## config.mk

```make
export PLATFORM = sky130hd
export DESIGN_NAME = u_seqdiv16by8
export DESIGN_NICKNAME = d
export VERILOG_FILES = /design/src/rtl/u_seqdiv16by8.sv
export SDC_FILE = /design/constraint.sdc
export NUM_CORES = 1
export LEC_CHECK = 0
export ABC_AREA = 1
export BUFFER_PORTS_ARGS = -buffer_cell sky130_fd_sc_hd__buf_2
export CAP_MARGIN = 20
export CORE_MARGIN = 2
export CORE_UTILIZATION = 45
export CTS_CLUSTER_SIZE = 28
export DETAILED_ROUTE_END_ITERATION = 16
export PLACE_DENSITY = 0.66
export SLEW_MARGIN = 20
export SYNTH_ARGS = -nofsm -noshare
export SYNTH_HDL_FRONTEND = slang
export SYNTH_SLANG_ARGS = --single-unit
```

## constraint.sdc

```tcl
create_clock -name clk -period 4.76 [get_ports clk]
set_input_delay 0.238 -clock clk [delete_from_list [all_inputs] [get_ports clk]]
set_output_delay 0.238 -clock clk [all_outputs]
set_load 0.05 [all_outputs]
```

## src/rtl/u_seqdiv16by8.sv

```systemverilog
// u_seqdiv16by8: sequential 16-by-8 unsigned restoring divider.
// Takes one quotient bit per clock, MSB first. A nonzero divisor gives the result 16 edges
// after the accept edge. A zero divisor skips the division and goes straight to DONE with a
// saturated quotient and the dz flag set.
module u_seqdiv16by8 (
    input  logic        clk,
    input  logic        rst,
    input  logic        in_valid,
    output logic        in_ready,
    input  logic [15:0] a,
    input  logic [7:0]  b,
    output logic        out_valid,
    input  logic        out_ready,
    output logic [15:0] q,
    output logic [7:0]  r,
    output logic        dz
);

    typedef enum logic [1:0] {StIdle, StBusy, StDone} state_e;

    state_e      state_q;
    // The dividend shifts out of the top bit while quotient bits shift into the bottom bit.
    logic [15:0] dvd_q;
    logic [7:0]  div_q;
    // Partial remainder. It stays below the divisor after each step, so 8 bits hold it.
    logic [7:0]  part_q;
    logic [3:0]  cnt_q;

    logic [8:0]  trial;
    logic        trial_ge;
    logic [7:0]  part_nxt;
    logic [15:0] dvd_nxt;

    // One restoring step: shift in the next dividend bit, then subtract if the divisor fits.
    always_comb begin
        trial    = {part_q, dvd_q[15]};
        trial_ge = (trial >= {1'b0, div_q});
        part_nxt = trial_ge ? 8'(trial - {1'b0, div_q}) : trial[7:0];
        dvd_nxt  = {dvd_q[14:0], trial_ge};
    end

    // Control FSM, datapath registers and registered handshake/result outputs.
    always_ff @(posedge clk) begin
        if (rst) begin
            state_q   <= StIdle;
            in_ready  <= 1'b1;
            out_valid <= 1'b0;
            q         <= 16'd0;
            r         <= 8'd0;
            dz        <= 1'b0;
            dvd_q     <= 16'd0;
            div_q     <= 8'd0;
            part_q    <= 8'd0;
            cnt_q     <= 4'd0;
        end else begin
            case (state_q)
                StIdle: begin
                    if (in_valid) begin
                        dvd_q    <= a;
                        div_q    <= b;
                        part_q   <= 8'd0;
                        cnt_q    <= 4'd0;
                        in_ready <= 1'b0;
                        if (b == 8'd0) begin
                            q         <= 16'hFFFF;
                            r         <= a[7:0];
                            dz        <= 1'b1;
                            out_valid <= 1'b1;
                            state_q   <= StDone;
                        end else begin
                            state_q <= StBusy;
                        end
                    end
                end
                StBusy: begin
                    dvd_q  <= dvd_nxt;
                    part_q <= part_nxt;
                    cnt_q  <= cnt_q + 4'd1;
                    if (cnt_q == 4'd15) begin
                        q         <= dvd_nxt;
                        r         <= part_nxt;
                        dz        <= 1'b0;
                        out_valid <= 1'b1;
                        state_q   <= StDone;
                    end
                end
                StDone: begin
                    // in_ready rises only after this edge, so no accept can share the edge.
                    if (out_ready) begin
                        out_valid <= 1'b0;
                        in_ready  <= 1'b1;
                        state_q   <= StIdle;
                    end
                end
                default: begin
                    out_valid <= 1'b0;
                    in_ready  <= 1'b1;
                    state_q   <= StIdle;
                end
            endcase
        end
    end

endmodule

```

Word-level counts from Yosys, hierarchy flattened --
Cells that the tools add are included.
Word-level totals: flip-flop bits (word level) 65, input bits 28, output and inout bits 27, word-level logic and storage cells 60
Cells by class: add/sub/neg operators 2, magnitude comparators 1, eq/ne operators 7, mux-type cells 30, bitwise operators 1, reductions and logical operators 9
Operators with widths (count):
- $mux 16 | 4
- $pmux 16 s2 | 2
- $mux 8 | 5
- $pmux 8 s2 | 2
- $ge 9x8->1 | 1
- $logic_not 8->1 | 1
- $mux 2 | 4
- $ne 2x2->1 const B | 4
- $pmux 4 s2 | 1
- $reduce_and 4->1 | 2
- $sub 8x8->8 | 1
- $mux 1 | 7
- $pmux 1 s3 | 2
- $pmux 2 s3 | 1
- $reduce_and 3->1 | 2
- $add 4x1->4 const B | 1
- $eq 4x4->1 const B | 1
- $mux 4 | 1
- $reduce_and 2->1 | 2
- $eq 2x1->1 const B | 1
- $eq 2x2->1 const B | 1
- $logic_not 2->1 | 1
- $pmux 1 s2 | 1
- $reduce_bool 2->1 | 1
- $not 1->1 | 1

Depth between registers and ports, before layout --
word-level depth 4, mapped depth 13

Worst setup path before layout --
Ideal clock, no wire load.
path kind register -> register, start point register dvd_q[15], end point register part_q[4], library setup time 0.110 ns, data arrival time 1.487 ns, required time 4.650 ns, setup slack 3.164 ns, cell stages (with the launch flop) 12, path buffers 0, cell sequence dfxtp_1 inv_1 ha_1 inv_1 fa_1 nand3_1 nand3_1 xor2_1 nand3_1 nand3_1 nand2_1 inv_1
Between the ends: longest elaborated chain between the ends 3, elaborated cells on any way between the ends 4, those cells by class 1 x add/sub; 1 x order compare; 2 x mux
RTL lines:
- start: declaration | line 23 | logic [15:0] dvd_q;
- start signal: assignment | line 76 | dvd_q <= dvd_nxt;
- $sub 8x8->8 or $ge 9x8->1 (tied branches) | line 38, 37
- $mux 8 * | line 38 | part_nxt = trial_ge ? 8'(trial - {1'b0, div_q}) : trial[7:0];
- $pmux 8 s2 * | line 56 | case (state_q)
- end signal: assignment | line 77 | part_q <= part_nxt;
- end: declaration | line 26 | logic [7:0] part_q;
Mark *: on every way between the ends. The rest lies on a longest branch, timed or not. A chain may end at the register's enable or synchronous reset.

Final worst setup path --
start point register state_q[1], end point register r[5]
Between the ends: longest elaborated chain between the ends 3, elaborated cells on any way between the ends 8, those cells by class 4 x eq/ne; 1 x mux; 3 x reduce/logical
RTL lines:
- start: declaration | line 21 | state_e state_q;
- start signal: assignment | line 45 | state_q <= StIdle;
- start signal: assignment | line 69 | state_q <= StDone;
- start signal: assignment | line 71 | state_q <= StBusy;
- $eq 2x1->1 or $logic_not 2->1 (tied branches) | line 56
- $ne 2x2->1 (no source line) or $reduce_bool 2->1 (tied branches)
- $reduce_and 4->1 (no source line)
- end signal: assignment | line 66 | r <= a[7:0];
- end signal: assignment | line 81 | r <= part_nxt;
- end: declaration | line 15 | output logic [7:0] r,
Parallel ways exist; a longest one is shown, timed or not.

==> summary.md <==
| Metric | Value |
|---|---|
| Final Cycle Share | `a little under half` |
| Data required, critical path | `5040 ps` |
| Vias per inst | `5.05` |
| HP Start | `b[0]` |
| Commonest cells after routing, fill and taps aside | `nand2_1, inv_1, dfxtp_1` |
| CP delay by family, top | `simple AND/OR/NAND/NOR gates` |
| Final hold slack | `170 ps` |
| Postcts setup bufs | `0` |
| Syn Nets | `512` |
| Antenna Violating Nets Remaining | `0` |
| Flop2flop setup slack | `2600 ps` |
| Final Skew | `~13 ps` |
| CTS tree | `done` |
| Core ar. | `7210 um2` |
| Post-Syn Instances | `around 470` |
| Antenna violations before repair | `0` |
| CP Buf/Inv Count | `1` |
| Drc violations | `0` |
| Maximum clock insertion buffer count | `2` |
| Register area share after synthesis | `between 30% and 40%` |
| Final wirelength | `~8.4 mm` |
| Routed len/inst | `13.4 um` |
| Fin crit period | `between 2000 and 2500 ps` |
| Total CTS buffers | `9` |
| Diodes inserted | `0` |
| Layout area overhead | `16.2%` |
| First-pass DRT Iterations | `4` |
| Cts hold-fix bufs | `0` |
| Final slew viol count | `0` |
| Distinct cells, synth | `35` |
| Number of DRC markers in iteration 0 | `153` |
| Worst-path clk slew | `about 70 ps` |
| Worst path arrival time | `2450 ps` |
| H-tree Lvls | `3` |
| Die footprint | `8090 um2` |
| Fraction of layout cells with a size suffix above 1 | `between 10% and 20%` |
| Routability cong. | `0.842` |
| Min-Delay Path Class | `input port to flip-flop` |
| Row Count | `31` |
| Dpl cells | `roughly 600` |
| RSZ-0062 raised after global routing | `false` |
| Util after Layout | `53.5%` |
| Starting Density | `46.1%` |
| Vias in the first global route | `about 3000` |
| Hold Violations, Final | `0` |
| Crit Path Category | `flip-flop to flip-flop` |
| Placement Cell Area | `3610 um2` |
| Most common cell after layout, fill and taps aside | `nand2_1` |
| Hpwl dp | `6.09 mm` |
| Total grt overflow | `0` |
| Net count, final | `558` |
| Final worst slack | `2600 ps` |
| Critical-path top delay cell | `nor2_4` |
| First-pass GRT wire length | `14.2 mm` |
| Clk_lat worst skew | `340 ps` |
| CP Capture Type | `flip-flop` |
| Worst path max stage delay | `810 ps` |
| Routed via count | `3154` |
| Dpl ws | `2620 ps` |
| P per Cell Area | `601 nW/um2` |
| Outcome | `completed` |
| Max VDD drop | `397 uV` |
| Sink Count | `65` |
| Fillcell total | `756` |
| Overall power | `2.32 mW` |
| Critical R2R Launch | `state_q[1]` |
| Max Fanout on Critical Path | `44` |
| Pin count of the biggest net entering global routing | `45` |
| Leak | `1.88 nW` |
| Fmax | `about 460 MHz` |
| Horiz. Die Dim | `89.9 um` |
| Post-Syn Area per Cell | `roughly 7.0 um2` |
| Port Buf Inserts | `54` |
| Non-Filler Instances | `624` |
| Critical Path, Cell by Cell | `nor2_4 -> nand2_2 -> nand4_4 -> nor2_1 -> nand3_1 -> nand2_1 -> inv_1` |
| Post-cts resize count | `0` |
| Synth Cell Area | `~3300 um2` |
| Crit path from | `state_q[1]` |
| Setup Viol. Count Final | `0` |
| I/O pin cnt | `55` |
| Max Cap Viol | `0` |
| Slew @ Worst Pin | `1020 ps` |
| Slew HR | `between 30% and 40%` |
| Setup TNS | `0 ps` |
| Die height | `about 90 um` |
| Root Buffer | `clkbuf_8` |
| Setup crit start kind | `flip-flop` |
| Yosys reg bits | `65` |
| Design Area, Final | `3860 um2` |
| Syn. warnings | `0` |
| Total track usage | `21.6%` |
==> worst paths after layout <==
path	to	cells after the start
setup reg to reg	r[5]	7
setup / recovery	r[5]	7
hold / removal	div_q[0]	3
hold reg to reg	q[4]	2
==> Yosys cell counts, drive strengths merged <==
library cell	count	area [um2]
nand3	38	195
fa	1	20.0
clkinv	1	8.76
xnor2	1	8.76
o211ai	7	57.6
nand3b	1	7.51
dfxtp	65	1300
buf	11	77.6
xor2	3	26.3
nand2	100	378
nand4	14	109
clkbuf	8	30.0
a21oi	50	250
ha	9	113
or2	8	50.1
o21ai	31	155
nor2	42	193
nor3	2	15.0
a31oi	8	50.1
inv	74	278
==> worst min-delay path: cells and delay by family <==
family / cells / cell delay [ps]
buffers and inverters: 1 / 90
AND/OR/NAND/NOR: 2 / 140
==> state kept, by name, summed over array words and instances, names as in the netlist <==
name       count
cnt_q          4
div_q          8
dvd_q         16
dz             1
in_ready       1
out_valid      1
part_q         8
q             16
r              8
state_q        2
==> where the power goes <==
| part | total [mW] | internal (mW) | switching (mW) |
|---|---|---|---|
| logic | 1.01 | 0.288 | 0.722 |
| clock network | 0.582 | 0.364 | 0.218 |
| registers | 0.726 | 0.655 | 0.0711 |
| total | 2.32 | 1.31 | 1.01 |
==> cell type report <==
class | count | area (um2) | area share (%)
clock buffer | 10 | 138 | 3.56
sequential | 65 | 1300 | 33.7
multi-input combinational | 315 | 1630 | 42.2
inverter | 75 | 287 | 7.42
timing repair buffer | 54 | 270 | 7.00
clock inverter | 6 | 114 | 2.95
tap | 99 | 124 | 3.21
==> cell families after synthesis <==
| family | share of synthesized area, % |
|---|---|
| simple gates | 28.5 |
| fa+ha+maj | 3.99 |
| compound gates | 15.4 |
| buf+inv | 11.9 |
| flops | 39.2 |
| xor+xnor | 1.05 |
==> layer usage <==
metal | up-vias | wire, um | GRT usage, %
li1 | 1625 | - | -
met1 | 1421 | 3950 | 28.3
met2 | 92 | 3820 | 34.9
met3 | 16 | 387 | 3.86
met4 | 0 | 233 | 10.1
met5 | - | 0 | 0
(Power assumes the default switching activity.)
